$ cat config.mk
export PLATFORM = sky130hd
export DESIGN_NAME = aes_round_ctrl
export DESIGN_NICKNAME = d
export VERILOG_FILES = /design/src/rtl/aes_round_ctrl.sv
export SDC_FILE = /design/constraint.sdc
export NUM_CORES = 1
export LEC_CHECK = 0
export CAP_MARGIN = 20
export CORE_MARGIN = 2
export CORE_UTILIZATION = 45
export CTS_BUF_LIST = sky130_fd_sc_hd__clkbuf_8
export DETAILED_ROUTE_END_ITERATION = 10
export GPL_TIMING_DRIVEN = 0
export PLACE_DENSITY = 0.77
export SETUP_SLACK_MARGIN = 0.02
export SKIP_LAST_GASP = 1
export SLEW_MARGIN = 20
export SYNTH_ARGS = -nofsm -noshare
export SYNTH_HDL_FRONTEND = slang
export SYNTH_SLANG_ARGS = --single-unit
$ cat constraint.sdc
create_clock -name clk -period 1.7 [get_ports clk]
set_input_delay 0.17 -clock clk [delete_from_list [all_inputs] [get_ports clk]]
set_output_delay 0.17 -clock clk [all_outputs]
set_load 0.005 [all_outputs]
$ cat src/rtl/aes_round_ctrl.sv
`timescale 1ns/1ps
// -----------------------------------------------------------------------------
// aes_round_ctrl
//
// Purpose
//   Sequencer for an iterative AES-128 encryption datapath that performs one
//   round per clock. After a start request it drives:
//     1. the initial addRoundKey (plaintext ^ cipher key),
//     2. rounds 1..NR-1 (subBytes/shiftRows/mixColumns/addRoundKey),
//     3. the final round with mixColumns bypassed.
//   It then holds the result with done asserted. The block holds no cipher
//   data. It only produces enables, mux selects, the round index and rcon.
//
// Parameters
//   NR         number of rounds, legal range 2..10 (rcon table covers 1..10)
//
// Ports
//   clk        in   1  system clock, rising edge
//   reset      in   1  asynchronous assert, active high. Release is expected
//                      to be synchronous to clk.
//   start      in   1  encryption request, honoured only in IDLE or DONE
//   round_idx  out  4  current round number (0 = initial addRoundKey)
//   rcon       out  8  key-expansion round constant for the current round
//   sel_init   out  1  state reg takes plaintext ^ key (round 0 path)
//   key_load   out  1  key reg takes the cipher key instead of the expanded key
//   skip_mix   out  1  bypass mixColumns (final round)
//   state_en   out  1  state register load enable
//   key_en     out  1  round-key register load enable
//   busy       out  1  high while INIT/ROUND/FINAL are active
//   done       out  1  ciphertext valid in the state register (level)
// -----------------------------------------------------------------------------
module aes_round_ctrl #(
  parameter int unsigned NR = 10
) (
  input  logic       clk,
  input  logic       reset,
  input  logic       start,
  output logic [3:0] round_idx,
  output logic [7:0] rcon,
  output logic       sel_init,
  output logic       key_load,
  output logic       skip_mix,
  output logic       state_en,
  output logic       key_en,
  output logic       busy,
  output logic       done
);

  typedef enum logic [2:0] {
    S_IDLE  = 3'd0,
    S_INIT  = 3'd1,
    S_ROUND = 3'd2,
    S_FINAL = 3'd3,
    S_DONE  = 3'd4
  } state_t;

  localparam logic [3:0] FINAL_ROUND    = 4'(NR);
  localparam logic [3:0] LAST_MID_ROUND = 4'(NR - 1);

  state_t     state_reg;
  state_t     state_next;
  logic [3:0] round_reg;
  logic [3:0] round_next;

  // Round constants for rounds 1..10; anything else maps to 00.
  function automatic logic [7:0] rcon_lut(input logic [3:0] r);
    logic [7:0] v;
    case (r)
      4'd1:    v = 8'h01;
      4'd2:    v = 8'h02;
      4'd3:    v = 8'h04;
      4'd4:    v = 8'h08;
      4'd5:    v = 8'h10;
      4'd6:    v = 8'h20;
      4'd7:    v = 8'h40;
      4'd8:    v = 8'h80;
      4'd9:    v = 8'h1b;
      4'd10:   v = 8'h36;
      default: v = 8'h00;
    endcase
    return v;
  endfunction

  // State register. Reset asserts asynchronously so a mid-run abort silences
  // every enable without waiting for a clock edge.
  always_ff @(posedge clk or posedge reset) begin
    if (reset) begin
      state_reg <= S_IDLE;
      round_reg <= 4'd0;
    end else begin
      state_reg <= state_next;
      round_reg <= round_next;
    end
  end

  // Next-state logic. The round counter is only advanced inside ROUND and is
  // loaded with NR on the way into FINAL, so it can never run past NR.
  always_comb begin
    state_next = state_reg;
    round_next = round_reg;
    case (state_reg)
      S_IDLE: begin
        round_next = 4'd0;
        if (start) begin
          state_next = S_INIT;
        end
      end
      S_INIT: begin
        state_next = S_ROUND;
        round_next = 4'd1;
      end
      S_ROUND: begin
        if (round_reg == LAST_MID_ROUND) begin
          state_next = S_FINAL;
          round_next = FINAL_ROUND;
        end else begin
          round_next = round_reg + 4'd1;
        end
      end
      S_FINAL: begin
        state_next = S_DONE;
        round_next = 4'd0;
      end
      S_DONE: begin
        round_next = 4'd0;
        // A restart goes straight to INIT; done drops on the following cycle.
        if (start) begin
          state_next = S_INIT;
        end
      end
      default: begin
        // Unreachable encodings recover to IDLE.
        state_next = S_IDLE;
        round_next = 4'd0;
      end
    endcase
  end

  // Output decode (Moore). Every output defaults to 0, which covers both
  // IDLE and any unreachable encoding.
  always_comb begin
    round_idx = 4'd0;
    rcon      = 8'h00;
    sel_init  = 1'b0;
    key_load  = 1'b0;
    skip_mix  = 1'b0;
    state_en  = 1'b0;
    key_en    = 1'b0;
    busy      = 1'b0;
    done      = 1'b0;
    case (state_reg)
      S_INIT: begin
        sel_init = 1'b1;
        key_load = 1'b1;
        state_en = 1'b1;
        key_en   = 1'b1;
        busy     = 1'b1;
      end
      S_ROUND: begin
        round_idx = round_reg;
        rcon      = rcon_lut(round_reg);
        state_en  = 1'b1;
        key_en    = 1'b1;
        busy      = 1'b1;
      end
      S_FINAL: begin
        round_idx = round_reg;
        rcon      = rcon_lut(round_reg);
        skip_mix  = 1'b1;
        state_en  = 1'b1;
        key_en    = 1'b1;
        busy      = 1'b1;
      end
      S_DONE: begin
        // Enables stay low so the ciphertext is held in the datapath.
        done = 1'b1;
      end
      default: begin
      end
    endcase
  end

endmodule

Word level (Yosys, flattened, before mapping):

Memory sizes are Yosys's and may differ from the RTL's.
Cells that the tools add are included.

* register bits after elaboration: 7
* latch bits: 0
* memory bits (writable): 0
* ROM bits: 256
* bits of input ports: 3
* output and inout port bits: 19
* logic and storage cells: 28
* memories kept: 2

Memory list
* (no name shown): words 16, width 8, rd ports 1, clocked after memory_dff 0, write ports 0, line 68 `case (r)`
* (no name shown): words 16, width 8, rd ports 1, clocked after memory_dff 0, write ports 0, line 68

* add/sub/neg operators: 1
* multiply operators: 0
* divide/modulo/power cells: 0
* order comparisons: 0
* eq/ne operators: 7
* shift operators: 0
* mux-type cells: 11
* bitwise operators: 0
* reduce and logical (&&, ||, !) cells: 5

Operators with widths (count)
* 8-bit one-hot mux with 2 select lines: 1
* 3-bit one-hot mux with 4 select lines: 1
* 4-bit two-way mux: 2
* 4-bit one-hot mux with 2 select lines: 1
* 3-bit by 2-bit == test with 1-bit output (second input constant): 2
* 3-bit two-way mux: 2
* 4-bit by 1-bit adder with 4-bit output (second input constant): 1
* 4-bit == test (second input constant): 1
* 1-bit two-way mux: 4
* 2-bit OR reduction: 2
* 3-bit by 1-bit == test with 1-bit output (second input constant): 1
* 3-bit == test (second input constant): 1
* 3-bit zero test: 1
* 3-bit OR reduction: 1
* 2-bit by 1-bit inequality test with 1-bit output (second input constant): 1
* 2-bit inequality test (second input constant): 1
* 2-bit AND reduction: 1

Logic depth before layout (Yosys ltp):

Gate-level depths: netlist (run 1).

* word-level depth: 4
* gate-level depth with buffers: 5
* mapped depth without buffers: 4

Least setup slack after synthesis (run 1):

OpenSTA, ideal clock, no wires.

* path type: register -> output
* start: register round_reg[0]
* end: output rcon[4]
* data arrival time: 1.019 ns
* data required time: 1.530 ns
* setup slack: 0.511 ns
* stages on the path, launching flop included: 5
* path buffers: 0
* cells stage by stage: dfrtp_1 -> inv_1 -> ha_1 -> nand3b_1 -> a21oi_1

* longest elaborated chain between the ends: 2
* elaborated cells between the ends (all ways): 3
* those cells by class: mux: 1; memory: 2

Ends and longest elaborated chain
* start: declaration: line 62 `logic [3:0] round_reg;`
* start signal: assignment: line 92 `round_reg <= round_next;`
* memory read 16 x 8 bit
* 8-bit one-hot mux with 2 select lines *: line 151 `case (state_reg)`
* end: declaration: line 39 `output logic [7:0] rcon,`

Mark *: on every way between the ends. The rest lies on a longest branch, timed or not.

Worst setup path in the final report (run 1):

* start: register round_reg[0]
* end: output rcon[6]

The elaborated chain is that of the path after synthesis.

==> results of run 1 <==
layout by cell type (no fill, tap or decap), drive strengths merged:
cell type | synthesis | layout
nand3 | 1 | 1
nor2 | 6 | 6
clkdlybuf4s15 | 0 | 1
and3 | 2 | 2
inv | 6 | 7
nand3b | 5 | 5
nor2b | 1 | 1
and2 | 3 | 3
nor3b | 1 | 1
dlymetal6s2s | 0 | 4
a32o | 1 | 1
o32ai | 2 | 2
clkdlybuf4s50 | 0 | 9
nor3 | 3 | 3
clkbuf | 1 | 4
nand2 | 1 | 1
dlygate4sd2 | 0 | 4
dfrtp | 7 | 7
nor4bb | 1 | 1
mux2i | 1 | 1
or2b | 1 | 1
nor4b | 1 | 1
nand2b | 3 | 3
a21oi | 5 | 5
buf | 6 | 27
xor2 | 1 | 1
or3b | 1 | 1
and3b | 1 | 1
ha | 6 | 6
mux2 | 1 | 1
per-layer routing:
layer,vias to the layer above,track usage,part of all wire
met3,0,0.0222,0.038
met4,0,0.117,0
met5,-,0,0
met2,25,0.488,0.54
met1,318,0.361,0.42
li1,317,-,-
cells by family (layout without fill, tap and decap cells):
group / Yosys count / in the layout / synth area share
buf+inv: 13 / 56 / 0.107
simple gates: 31 / 31 / 0.324
xor+xnor: 1 / 1 / 0.0146
flops: 7 / 7 / 0.293
mux: 2 / 2 / 0.0356
fa+ha+maj: 6 / 6 / 0.126
compound gates: 8 / 8 / 0.100
what timing repair did:
action | CTS | global route
setup buffers | 17 | 2
gates resized for setup | 38 | 14
pin swaps | 1 | 0
setup endpoints to repair | 19 | 14
worst paths after layout:
kind / start / end / slack, ns / cells after the start
setup / recovery: round_reg[0] / rcon[6] / 0.03 / 6
hold / removal: reset / state_reg[2] / 0.21 / 2
setup reg to reg: round_reg[0] / round_reg[0] / 0.30 / 5
hold reg to reg: state_reg[2] / state_reg[2] / 0.69 / 2
max in group asynchronous: reset / state_reg[0] / 1.26 / 2
min in group clk: start / state_reg[0] / 0.55 / 3
stage by stage:
stage / power (mW) / std cells / cell area [um^2] / hold WS (ns) / setup WS (ns)
5_1_grt: 1.66 / 126 / 1130 / 0.242 / -0.0234
3_3_place_gp: 0.886 / 104 / 827 / 0.413 / -0.0498
4_1_cts: 1.45 / 124 / 1070 / 0.173 / -0.0986
2_1_floorplan: 0.630 / 68 / 598 / -0.0266 / 0.511
6_report: 1.57 / 126 / 1130 / 0.206 / 0.0310
3_5_place_dp: 0.896 / 104 / 827 / 0.414 / -0.0500
critical path, delay by kind of cell, from the launching register on:
family	cells	cell delay, ns
buffers and inverters	3	0.41
flip-flops	1	0.35
adder cells (fa/ha/maj)	2	0.30
AND/OR/NAND/NOR	1	0.21
power by group through the flow:
stage | logic, mW | registers (mW) | clock network [mW]
2_1_floorplan | 0.368 | 0.262 | 0
3_3_place_gp | 0.609 | 0.277 | 0
3_5_place_dp | 0.616 | 0.280 | 0
4_1_cts | 0.959 | 0.254 | 0.233
5_1_grt | 1.13 | 0.281 | 0.246
6_report | 1.06 | 0.277 | 0.230
layout make-up:
cell class / instances / area (um^2)
well taps: 15 / 18.8
plain buffers: 6 / 52.6
clock buffers: 3 / 41.3
multi-input cells: 48 / 464
repair buffers: 40 / 343
clock inverters: 1 / 3.75
inverters: 6 / 25.0
fillers: 57 / 143
flip-flops and latches: 7 / 178
==> run metrics, run 1 <==
Clock Path Buffers=2; Critical Path Slowest Stage Cell=dfrtp_1; combinational share of power=0.677; DR iter-0 viols=13; Synthesized Nets=77; max reg flops=4; largest net degree at the start of global routing=11; clock skew=0.00472 ns; routed vias=660; TritonCTS clock tree=built; status=finished clean; first-pass GRT wire length=2970 um; Initial Util=0.471; Setup Viol. Count Final=0; async set-reset flop share out of synthesis=1.00; share of layout cells above drive strength 1=0.459; f_max=599 MHz; most used cell along the critical path=buf_4; Seq pwr share=0.176; io pins=22; die width=~40 um; FF+latch count, synth=7; total negative setup slack=0 ns; Synth Instances=68; Synth Area per Inst=8.80 um^2; WL per Instance=16.7 um; crit-path cells=buf_4 -> buf_4 -> ha_4 -> ha_2 -> nor3b_1 -> buf_2; Post-synth EDFFs=0; Critical Path AT=roughly 1.5 ns; RSZ-0062 raised after global routing=true; Routed WL=2100 um; Setup Crit Path Kind=register to primary output; Tmin final=1.67 ns; FP Rows=13; depth of the CTS H-tree=1; GRT Total Usage=0.284; Hold Violations, Final=0; Netlist Area Pre-Place=598 um^2; crit path max fanout=2; hpwl dp=970 um; Num CTS Buffers=3; Leak Pwr=about 0.6 nW; crit-path max cell delay=0.35 ns; worst slew pin tran=a little over 0.3 ns; CORE AREA=around 1300 um^2; initial antenna violation count=0; Required @ worst endpoint=1.53 ns; crit start category=register; P_int=0.981 mW; vias per cell=5.24; total of max-cap violations=0; top cells by area, synth=dfrtp_1 (29%), ha_1 (13%), nand3b_1 (6.3%); vias in the first global route=a little over 600; drt pass-1 iters=4; Synth-to-Final Area Change=88.3%; area leader, netlist=dfrtp_1; Die Footprint=1640 um^2; Ant. Diodes=0; Layout Nets=121; Slew headroom=0.793; register area share after synthesis=0.293; CTS Sinks=7; Clock transition at path regs=0.04 ns; max-slew violation count=0; total of warnings raised by yosys=0; fin util=0.888; clk_lat worst skew=0.23 ns; Main synth FF type=dfrtp_1; synth unique cells=28; Post-CTS Hold Buffers=0; grt total ovfl=0; PD cells=1390 nW/um^2; CTS root buf=clkbuf_8; most common cell in the synthesized netlist=dfrtp_1; Net Sw Frac=0.375; clock power share=0.146; Port Buffer Count=21; period utilisation layout=0.982; number of remaining DRC errors=0; top cell type's share of synthesized area=0.293; hold crit path type=input pin to asynchronous set/reset pin; Net Switching=0.589 mW; Antenna Violating Nets Remaining=0; Commonest cells post-synth=dfrtp_1 (7), ha_1 (6), inv_1 (6), nor2_1 (6); critical path endpoint category=primary output; Final GP Congestion=0.804; die height=approximately 40 um; VDD IR max=933 uV
(Power assumes the default switching activity.)
==> run 2: changes to the inputs <==
- REMOVE_ABC_BUFFERS: not set -> 1
==> run metrics, run 2 (synthesized netlist as in run 1, its figures left out) <==
Tmin final=1.66 ns (was 1.67 ns); worst slew pin tran=0.272 ns (was 0.306 ns); hold crit path type=input pin to asynchronous set/reset pin (unchanged); overall power=1.40 mW (was 1.57 mW); largest net degree at the start of global routing=14 (was 11); max reg flops=4 (unchanged); footprint of the multi-input gates=429 um^2 (was 464 um^2); clock skew=0.00189 ns (was 0.00472 ns); Routed WL=1670 um (was 2100 um); depth of the CTS H-tree=1 (unchanged); most common cell after layout, fill and taps aside=buf_4 (unchanged); R2R setup slack=0.34 ns (was 0.30 ns); Reg2Reg Depth=5 (unchanged); Synth-to-Final Area Change=75.1% (was 88.3%); CTS root buf=clkbuf_8 (unchanged); fin util=0.825 (was 0.888); hpwl dp=910 um (was 970 um); crit-path max cell delay=0.40 ns (was 0.35 ns); Setup Crit Path Kind=register to primary output (unchanged); Num CTS Buffers=3 (unchanged); fillers=81 (was 57); PD cells=1330 nW/um^2 (was 1390 nW/um^2); Clock transition at path regs=0.04 ns (about the same); grt total ovfl=0 (unchanged); number of remaining DRC errors=0 (unchanged); Leak Pwr=0.578 nW (was 0.584 nW); Ant. Diodes=0 (unchanged); Final GP Congestion=0.674 (was 0.804); crit start category=register (unchanged); Required @ worst endpoint=1.53 ns (about the same); Slew headroom=0.816 (was 0.793); CTS Sinks=7 (unchanged); total of max-cap violations=0 (unchanged); routed vias=600 (was 660); vias per cell=5.04 (was 5.24); die height=40.5 um (unchanged); Hold Violations, Final=0 (unchanged); crit-path cells=buf_4 -> buf_4 -> ha_4 -> nand3b_1 -> a21oi_1 -> dlygate4sd2_1 (was buf_4 -> buf_4 -> ha_4 -> ha_2 -> nor3b_1 -> buf_2); Antenna Violating Nets Remaining=0 (unchanged); Layout Nets=114 (was 121); DR iter-0 viols=9 (was 13); first-pass GRT wire length=2190 um (was 2970 um); most used cell along the critical path=buf_4 (unchanged); Clock Path Buffers=2 (unchanged); Critical Path AT=1.49 ns (was 1.50 ns); Port Buffer Count=21 (unchanged); Initial Util=0.471 (unchanged); status=finished clean (unchanged); Die Footprint=1640 um^2 (unchanged); initial antenna violation count=0 (unchanged); io pins=22 (unchanged); r2r endpoint=round_reg[2] (was round_reg[0]); R2R Path Start=round_reg[0] (unchanged); critical path endpoint category=primary output (unchanged); RSZ-0062 raised after global routing=true (unchanged); crit path max fanout=4 (was 2); CORE AREA=1270 um^2 (unchanged); Reg area=181 um^2 (was 178 um^2); f_max=603 MHz (was 599 MHz); drt pass-1 iters=4 (unchanged); max-slew violation count=0 (unchanged); total negative setup slack=0 ns (unchanged); FP Rows=13 (unchanged); vias in the first global route=481 (was 604); Setup Viol. Count Final=0 (unchanged); VDD IR max=952 uV (was 933 uV); Critical Path Slowest Stage Cell=dfrtp_1 (unchanged); GRT Total Usage=0.214 (was 0.284); TritonCTS clock tree=built (unchanged); period utilisation layout=0.975 (was 0.982); share of layout cells above drive strength 1=0.433 (was 0.459); clk_lat worst skew=0.22 ns (was 0.23 ns); commonest cells after routing, fill and taps aside=buf_4 (15), clkdlybuf4s50_1 (8), dlymetal6s2s_1 (6) (was buf_4 (23), clkdlybuf4s50_1 (9)); WL per Instance=14.1 um (was 16.7 um); die width=40.5 um (unchanged)
## run 2: repair_timing
action	4_1_cts	5_1_grt
gates resized for setup	31	14
pin swaps	1	1
gates cloned	0	0
setup endpoints to repair	16	16
setup buffers	11	7
hold buffers	0	0
## run 2: where the power goes
part | internal [mW] | switching [mW]
clock | 0.155 | 0.0648
combinational | 0.526 | 0.363
sequential | 0.219 | 0.0710
## run 2: worst max-delay path: cells and delay by family (launching register included)
family | cells | cell delay, ns
adders and majority gates | 1 | 0.16
AOI/OAI and AO/OA | 1 | 0.07
and+or+nand+nor | 1 | 0.11
buffers and inverters | 3 | 0.52
DFF | 1 | 0.40
## run 2: worst max path at each step
stage | from | to | slack [ns] | cells after the start
after floorplan | round_reg[0] | rcon[4] | 0.50 | 4
after global placement | round_reg[0] | rcon[4] | -0.05 | 5
after detailed placement | round_reg[0] | rcon[4] | -0.08 | 5
after CTS | round_reg[0] | rcon[4] | -0.01 | 6
after global routing | round_reg[0] | rcon[3] | -0.03 | 6
final | round_reg[0] | rcon[3] | 0.04 | 6
## run 2: stage by stage
stage / cell area (um^2) / hold WS (ns) / worst slack, ns / std cells
finish: 1050 / 0.179 / 0.0426 / 119
global placement: 786 / 0.414 / -0.0502 / 97
CTS: 975 / 0.181 / -0.0148 / 112
floorplan: 557 / -0.0266 / 0.502 / 61
detailed placement: 786 / 0.417 / -0.0752 / 97
global route: 1050 / 0.231 / -0.0258 / 119
## run 2: final cells by class
cell class / instances / area share
Clock buffer: 3 / 0.0394
Timing Repair Buffer: 39 / 0.335
Inverter: 6 / 0.0215
Multi-Input combinational cell: 48 / 0.410
Tap cell: 15 / 0.0179
Clock inverter: 1 / 0.00358
Sequential cell: 7 / 0.173
## run 2: layer usage
metal / GRT usage / up-vias / wire (um)
li1: - / 303 / -
met1: 0.244 / 276 / 701
met2: 0.381 / 17 / 884
met3: 0 / 4 / 58
met4: 0.150 / 0 / 29
met5: 0 / - / 0
